===== config.mk =====
export PLATFORM = sky130hd
export DESIGN_NAME = config_memory_db_flat
export DESIGN_NICKNAME = d
export VERILOG_FILES = /design/src/rtl/config_memory_db_if.sv /design/src/rtl/config_memory_db.sv /design/src/flat_wrapper.sv
export SDC_FILE = /design/constraint.sdc
export NUM_CORES = 2
export LEC_CHECK = 0
export ABC_AREA = 1
export CORE_MARGIN = 2
export CORE_UTILIZATION = 40
export CTS_CLUSTER_DIAMETER = 200
export DETAILED_ROUTE_END_ITERATION = 8
export PLACE_DENSITY = 0.66
export RECOVER_POWER = 100
export SETUP_SLACK_MARGIN = 0.1
export SLEW_MARGIN = 20
export SYNTH_ARGS = -nofsm -noshare
export SYNTH_HDL_FRONTEND = slang
export SYNTH_SLANG_ARGS = --single-unit

===== constraint.sdc =====
create_clock -name clk -period 192.6 [get_ports clk]
set_input_delay 19.26 -clock clk [delete_from_list [all_inputs] [get_ports clk]]
set_output_delay 19.26 -clock clk [all_outputs]
set_load 0.01 [all_outputs]

===== src/rtl/config_memory_db_if.sv =====
// Bus bundle for the configuration memory: write/read/commit strobes in,
// registered readback, status pulses and the active bank out.
interface config_memory_db_if #(
    parameter int DATA_W = 8,
    parameter int DEPTH  = 125,
    parameter int ADDR_W = 7
);
    logic [DATA_W-1:0]       data_in;
    logic [ADDR_W-1:0]       addr;
    logic                    write_enable;
    logic                    auto_inc;
    logic                    read_enable;
    logic                    commit;
    logic [DATA_W-1:0]       data_out;
    logic                    rd_valid;
    logic                    addr_err;
    logic                    commit_done;
    logic [DEPTH*DATA_W-1:0] all_data_out;

    // Side that drives the strobes and consumes the results
    modport master (
        output data_in, addr, write_enable, auto_inc, read_enable, commit,
        input  data_out, rd_valid, addr_err, commit_done, all_data_out
    );

    // Side implemented by the memory itself
    modport slave (
        input  data_in, addr, write_enable, auto_inc, read_enable, commit,
        output data_out, rd_valid, addr_err, commit_done, all_data_out
    );
endinterface


===== src/rtl/config_memory_db.sv =====
// Double-banked configuration store. Software fills the staging bank (by
// explicit address or via an auto-incrementing pointer), reads it back, and
// commits it atomically into the active bank that drives all_data_out.
module config_memory_db #(
    parameter int DATA_W = 8,
    parameter int DEPTH  = 125,
    parameter int ADDR_W = 7
) (
    input  logic             clk,
    input  logic             reset,
    config_memory_db_if.slave bus
);
    localparam int               BANK_W  = DEPTH * DATA_W;
    // One extra bit so addr+1 never overflows before the range compare
    localparam logic [ADDR_W:0]  DEPTH_L = (ADDR_W + 1)'(DEPTH);
    localparam logic [ADDR_W:0]  ONE_L   = {{ADDR_W{1'b0}}, 1'b1};

    logic [BANK_W-1:0] staging_r;
    logic [BANK_W-1:0] active_r;
    logic [ADDR_W-1:0] wr_ptr_r;
    logic [ADDR_W-1:0] wr_ptr_nxt_s;
    logic [ADDR_W-1:0] wr_addr_s;
    logic [ADDR_W:0]   addr_inc_s;
    logic [ADDR_W:0]   ptr_inc_s;
    logic              wr_ok_s;
    logic              rd_ok_s;
    logic              wr_err_s;
    logic              rd_err_s;
    logic [DATA_W-1:0] rd_data_s;
    logic [DATA_W-1:0] data_out_r;
    logic              rd_valid_r;
    logic              addr_err_r;
    logic              commit_done_r;

    // Address selection, range checks and staging readback mux
    always_comb begin
        wr_addr_s = bus.addr;
        rd_data_s = '0;
        if (bus.auto_inc) begin
            wr_addr_s = wr_ptr_r;
        end else begin
            wr_addr_s = bus.addr;
        end
        wr_ok_s  = ({1'b0, wr_addr_s} < DEPTH_L);
        rd_ok_s  = ({1'b0, bus.addr} < DEPTH_L);
        wr_err_s = bus.write_enable & ~wr_ok_s;
        rd_err_s = bus.read_enable & ~rd_ok_s;
        if (rd_ok_s) begin
            rd_data_s = staging_r[int'(bus.addr) * DATA_W +: DATA_W];
        end else begin
            rd_data_s = '0;
        end
    end

    // Next write pointer: follows the last write, wrapping at DEPTH
    always_comb begin
        addr_inc_s   = {1'b0, bus.addr} + ONE_L;
        ptr_inc_s    = {1'b0, wr_ptr_r} + ONE_L;
        wr_ptr_nxt_s = wr_ptr_r;
        if (!bus.write_enable) begin
            wr_ptr_nxt_s = wr_ptr_r;
        end else if (bus.auto_inc) begin
            if (ptr_inc_s >= DEPTH_L) begin
                wr_ptr_nxt_s = '0;
            end else begin
                wr_ptr_nxt_s = ptr_inc_s[ADDR_W-1:0];
            end
        end else begin
            if (addr_inc_s >= DEPTH_L) begin
                wr_ptr_nxt_s = '0;
            end else begin
                wr_ptr_nxt_s = addr_inc_s[ADDR_W-1:0];
            end
        end
    end

    // Bank storage: commit snapshots pre-write staging, write lands in staging
    always_ff @(posedge clk or posedge reset) begin
        if (reset) begin
            staging_r <= '0;
            active_r  <= '0;
            wr_ptr_r  <= '0;
        end else begin
            if (bus.commit) begin
                active_r <= staging_r;
            end
            if (bus.write_enable && wr_ok_s) begin
                staging_r[int'(wr_addr_s) * DATA_W +: DATA_W] <= bus.data_in;
            end
            wr_ptr_r <= wr_ptr_nxt_s;
        end
    end

    // Registered readback and one-cycle status pulses
    always_ff @(posedge clk or posedge reset) begin
        if (reset) begin
            data_out_r    <= '0;
            rd_valid_r    <= 1'b0;
            addr_err_r    <= 1'b0;
            commit_done_r <= 1'b0;
        end else begin
            if (bus.read_enable) begin
                data_out_r <= rd_data_s;
            end
            rd_valid_r    <= bus.read_enable;
            addr_err_r    <= wr_err_s | rd_err_s;
            commit_done_r <= bus.commit;
        end
    end

    assign bus.data_out     = data_out_r;
    assign bus.rd_valid     = rd_valid_r;
    assign bus.addr_err     = addr_err_r;
    assign bus.commit_done  = commit_done_r;
    assign bus.all_data_out = active_r;
endmodule


===== src/flat_wrapper.sv =====
// flat-port wrapper written by rule: the top's interface ports become plain ports
module config_memory_db_flat 
#(
    parameter int DATA_W = 8,
    parameter int DEPTH  = 125,
    parameter int ADDR_W = 7
)
  (clk, reset, bus_data_in, bus_addr, bus_write_enable, bus_auto_inc, bus_read_enable, bus_commit, bus_data_out, bus_rd_valid, bus_addr_err, bus_commit_done, bus_all_data_out);
  config_memory_db_if #(.DATA_W(DATA_W), .DEPTH(DEPTH), .ADDR_W(ADDR_W)) bus_i ();
  input  logic clk;
  input  logic reset;
  input wire logic [$bits(bus_i.data_in)-1:0] bus_data_in;
  input wire logic [$bits(bus_i.addr)-1:0] bus_addr;
  input wire logic [$bits(bus_i.write_enable)-1:0] bus_write_enable;
  input wire logic [$bits(bus_i.auto_inc)-1:0] bus_auto_inc;
  input wire logic [$bits(bus_i.read_enable)-1:0] bus_read_enable;
  input wire logic [$bits(bus_i.commit)-1:0] bus_commit;
  output wire logic [$bits(bus_i.data_out)-1:0] bus_data_out;
  output wire logic [$bits(bus_i.rd_valid)-1:0] bus_rd_valid;
  output wire logic [$bits(bus_i.addr_err)-1:0] bus_addr_err;
  output wire logic [$bits(bus_i.commit_done)-1:0] bus_commit_done;
  output wire logic [$bits(bus_i.all_data_out)-1:0] bus_all_data_out;
  assign bus_i.data_in = bus_data_in;
  assign bus_i.addr = bus_addr;
  assign bus_i.write_enable = bus_write_enable;
  assign bus_i.auto_inc = bus_auto_inc;
  assign bus_i.read_enable = bus_read_enable;
  assign bus_i.commit = bus_commit;
  assign bus_data_out = bus_i.data_out;
  assign bus_rd_valid = bus_i.rd_valid;
  assign bus_addr_err = bus_i.addr_err;
  assign bus_commit_done = bus_i.commit_done;
  assign bus_all_data_out = bus_i.all_data_out;
  config_memory_db #(.DATA_W(DATA_W), .DEPTH(DEPTH), .ADDR_W(ADDR_W)) u_core (.clk(clk), .reset(reset), .bus(bus_i));
endmodule

======== After elaboration in Yosys (flattened, before gate mapping) ========
Cells that the tools add are included.
cells by class
  $add $sub $neg .......................... 3
  $lt $le $gt $ge ......................... 4
  shifts and indexed selects .............. 3
  multiplexer cells ....................... 6
  bitwise logic cells ..................... 5
  reduce and logical (&&, ||, !) cells .... 1
operators with widths
  kind                                                                       count
  1000-bit bitwise mux                                                       1
  8-bit by 33-bit variable shift with 1000-bit output, first input constant  1
  1000-bit by 11-bit variable part select with 8-bit output                  1
  8-bit by 33-bit variable part select with 1000-bit output                  1
  10-bit negator with 33-bit output                                          1
  7-bit two-way mux                                                          4
  7-bit by 1-bit adder with 8-bit output, second input constant              2
  8-bit by 7-bit >= comparator with 1-bit output, second input constant      2
  7-bit less-than comparator, second input constant                          2
  8-bit two-way mux                                                          1
  1-bit AND                                                                  2
  1-bit inverter                                                             2
  1-bit logical AND                                                          1
  1-bit OR                                                                   1
word-level totals
  flip-flop bits (word level) ............. 2,018
  input bits .............................. 21
  output and inout bits ................... 1,011
  word-level logic and storage cells ...... 29

======== Longest topological paths before layout ========
  word-level depth ........................ 5
  mapped depth ............................ 22
  depth with buffers taken out ............ 18

======== Worst setup path after synthesis ========
Ideal clock, no wire load.
  path kind ............................... input port to flip-flop
  start ................................... in bus_addr[0]
  end ..................................... reg u_core.staging_r[10]
  library setup time ...................... 118 ps
  arrival time ............................ 22,675 ps
  data required time ...................... 192,482 ps
  path slack .............................. 169,806 ps
  stages on the path ...................... 20
  buffers on the path ..................... 6
  cells stage by stage .................... buf_2 > inv_2 > nand2_1 > nand2_2 > buf_2 > buf_1 > ha_1 > nand3_1 > nor2_2 > nand2_1 > nor2_1 > ha_1 > clkbuf_1 > clkinv_1 > nor3_4 > buf_2 > buf_2 > nand4_2 > nand2_1 > nand2_1
on the way
  longest elaborated chain between the ends .. 4
  elaborated cells between the ends (all ways) .. 7
  classes of those cells .................. 1 x add/sub; 1 x order compare; 2 x shift; 2 x mux; 1 x reduce/logical
ends and longest elaborated chain
  item                                                                                                                                     RTL line                text
  from (decl)                                                                                                                              flat_wrapper.sv:13      input wire logic [$bits(bus_i.addr)-1:0] bus_addr;
  7-bit two-way mux *                                                                                                                      config_memory_db.sv:39  if (bus.auto_inc) begin
  10-bit negator with 33-bit output                                                                                                        config_memory_db.sv:88  staging_r[int'(wr_addr_s) * DATA_W +: DATA_W] <= bus.data_in;
  8-bit by 33-bit variable part select with 1000-bit output / 8-bit by 33-bit variable shift with 1000-bit output (equally long branches)  config_memory_db.sv:88
  1000-bit bitwise mux                                                                                                                     config_memory_db.sv:88
  to (signal, indexed assignment)                                                                                                          config_memory_db.sv:88
  to (decl)                                                                                                                                config_memory_db.sv:18  logic [BANK_W-1:0] staging_r;
Mark *: on every way between the ends. The rest lies on a longest branch, timed or not.
A chain may end at the register's enable or synchronous reset.

==> out/results.tsv <==
metric	value	unit
status	finished with violations	
failing checks	capacitance limit, slew limit	
post-synthesis sequential area ratio	56.6	%
Tmin final	42.20	ns
Worst Setup Start Kind	input port	
Die W	476	um
final worst-path cycle share	21.9	%
Synth Instances	9993	
CTS clk-pin slew, worst paths	0.06	ns
Skew-Pair Late Insertion Delay	0.93	ns
Reg power frac	44.0	%
hold slack	0.472	ns
aggregate routed wire length	432	mm
Net Sw Frac	28.5	%
RSZ-0062 raised after global routing	no	
Core Area	222000	um2
area leader, netlist	dfrtp_1	
post-synthesis cell area	89300	um2
Internal Pwr Total	726	uW
Seq cells post-synth	2018	
clock share of power	43.9	%
Chip Height	476	um
setup bufs post-CTS	0	
CTS tree	done	
LEAKAGE	0.0521	uW
I/O Buffers	1031	
Net Count, Synth	10000	
count of final max-slew check failures	4387	
EDFF count, synth	0	
Area Overhead vs Synth	22.1	%
share of layout cells above drive strength 1	9.12	%
Sink Count	2018	
DRT Pass-1 Iters	7	
synthesized area per cell	8.93	um2
Layout fillers	21100	
placed wire-length estimate	330	mm
CTS Hold Buffers Added	0	
Logic pwr share	12.2	%
Final Power	1020	uW
vias in the first global route	75600	
CP max-delay cell	clkbuf_1	
Max clock buf depth	3	
switching power	289	uW
Synth Flop Type	dfrtp_1	
Avg WL per Cell	31.1	um
CTS HTree Levels	4	
IO Pins	1032	
All-Layer GR Usage	37.0	%
die area	227000	um2
vias per cell	5.82	
Synth Warn #	0	
nets@finish	10700	
worst endpoint data arrival time	42.33	ns
Yosys top cell area share	56.6	%
delay-heaviest family, CP	buffers and inverters	
Worst Path Max Fanout	165	
CP peak stage delay	6.44	ns
first-pass GRT wire length	596	mm
fraction of registers with async set/reset	100	%
Slew Limit Headroom	-517	%
Setup Crit Path Kind	in2async	
initial drt markers	11400	
final clock skew	0.0615	ns
Peak Freq	23.7	MHz
max cap viols	56	
vias	80800	
remaining antenna violation count	0	
Rows	173	
setup TNS after final layout	0	ns
Multi-input gate area	33100	um2
# DRC	0	
WP buf/inv	8	
fin util	49.1	%
synth unique cells	34	
Critical Path RT	192.73	ns
Slew @ Worst Pin	9.25	ns
CTS Buf Count	214	
largest vdd supply drop	0.0000100	V
path category of the worst min-delay check	reg2reg	
initial core utilization	40.2	%
commonest cells in the netlist	2270 x nand2_1, 2018 x dfrtp_1, 924 x nor2_1	
power per cell area	9.32	nW/um2
initial antenna violation count	50	
top cells by area in the synthesized netlist	dfrtp_1 57%, nand2_1 9.5%, mux2_2 5.9%, a21oi_1 4.5%, nor2_1 3.9%	
count leader, synth	nand2_1	
CTS Root Cell	clkbuf_16	
final setup fails	0	
largest net degree at the start of global routing	181	
total gr overflow	0	
endpoint class of the critical path	async pin	
Post-CTS Resized	0	
worst path cell trace	dlygate4sd3_1, clkinvlp_2, clkbuf_1, clkbuf_1, clkbuf_1, clkbuf_1, clkbuf_1, clkbuf_1	
most frequent CP cell	clkbuf_1	
Final Hold Viols	0	
Storage cell area	50500	um2
gp weighted congestion	1.05	
==> kinds of logic (layout without fill, tap and decap cells) <==
| group | after synthesis | in the layout | share of synthesized area, % |
|---|---|---|---|
| AOI/OAI and AO/OA | 1771 | 1771 | 10.5 |
| xor gates and xnor gates | 9 | 9 | 0.109 |
| adders and majority gates | 6 | 6 | 0.0841 |
| buffers and inverters | 1401 | 2292 | 6.09 |
| DFF | 2018 | 2018 | 56.6 |
| muxes | 465 | 465 | 5.87 |
| other | 0 | 30 | 0 |
| and+or+nand+nor | 4323 | 4323 | 20.8 |
==> power by group through the flow <==
stage | clock network, uW | registers, uW | logic [uW]
3_3_place_gp | 0 | 454 | 122
5_1_grt | 467 | 447 | 129
4_1_cts | 450 | 446 | 124
3_5_place_dp | 0 | 454 | 123
2_1_floorplan | 0 | 456 | 60.3
6_report | 445 | 447 | 124
==> state kept, by name, summed over array words and instances (netlist names) <==
name and flops:
u_core.bus.addr_err 1, u_core.bus.all_data_out 1000, u_core.bus.commit_done 1, u_core.bus.data_out 8, u_core.bus.rd_valid 1, u_core.staging_r 1000
u_core.wr_ptr_r 7
==> worst reg2reg max path, stage by stage, from the launching register on <==
cell and delay [ns]:
dfrtp_1 0.42, inv_1 0.13, nand2_1 0.07, nand2_1 0.97
ha_1 0.35, nand3_1 0.12, nor2_1 0.38, nand2_1 0.11
nor2_1 0.12, ha_1 0.54, clkinv_1 0.35, nand2_1 0.17
nor2_4 0.10, clkbuf_1 2.06, clkbuf_1 2.76, nand2_1 1.34
o21ai_0 0.46
==> final timing paths <==
check,slack [ns],start,end,cells after the start
hold reg to reg,0.47,u_core.staging_r[183],u_core.staging_r[183],2
setup / recovery,150.40,reset,u_core.bus.all_data_out[193],8
hold / removal,0.47,u_core.staging_r[183],u_core.staging_r[183],2
max in group clk,155.18,bus_commit,u_core.bus.all_data_out[804],7
setup reg to reg,182.05,u_core.wr_ptr_r[0],u_core.staging_r[889],16
min in group asynchronous,20.14,reset,u_core.bus.all_data_out[923],2
==> routing by layer <==
metal / global-route usage, % / share of wire [%] / vias to the layer above
met5: 0 / 0.026 / -
met2: 54.7 / 43 / 4945
li1: - / - / 34700
met3: 9.67 / 11 / 954
met4: 22.0 / 7.0 / 18
met1: 48.9 / 39 / 40200
==> stage by stage <==
step	cells	setup slack [ns]	area [um2]
after global routing	13900	146.13	109000
after CTS	13900	167.88	109000
after detailed placement	13500	166.94	102000
after floorplan	9993	116.34	89300
final	13900	150.40	109000
after global placement	13500	167.10	102000
==> layout by cell type, fill, tap and decap left out, types with 30 or more instances in the layout <==
master / count
nand2_1: 2276
dfrtp_1: 2018
dlygate4sd3_1: 1013
nor2_1: 916
a21oi_1: 808
o21ai_0: 756
inv_1: 702
nand3_1: 596
nand4_1: 468
mux2_2: 465
clkbuf_16: 215
o211ai_1: 188
clkbuf_1: 86
buf_4: 82
clkinv_2: 59
clkbuf_8: 50
diode_2: 30
==> layout make-up <==
| cell class | count | share of cell area, % |
|---|---|---|
| antenna | 30 | 0.0689 |
| clock buffer | 295 | 5.66 |
| clock inverter | 108 | 1.32 |
| inverter | 720 | 2.50 |
| multi-input combinational | 6574 | 30.4 |
| sequential | 2018 | 46.3 |
| tap | 2975 | 3.42 |
| timing repair buffer | 1169 | 10.3 |
(Power assumes the default switching activity.)
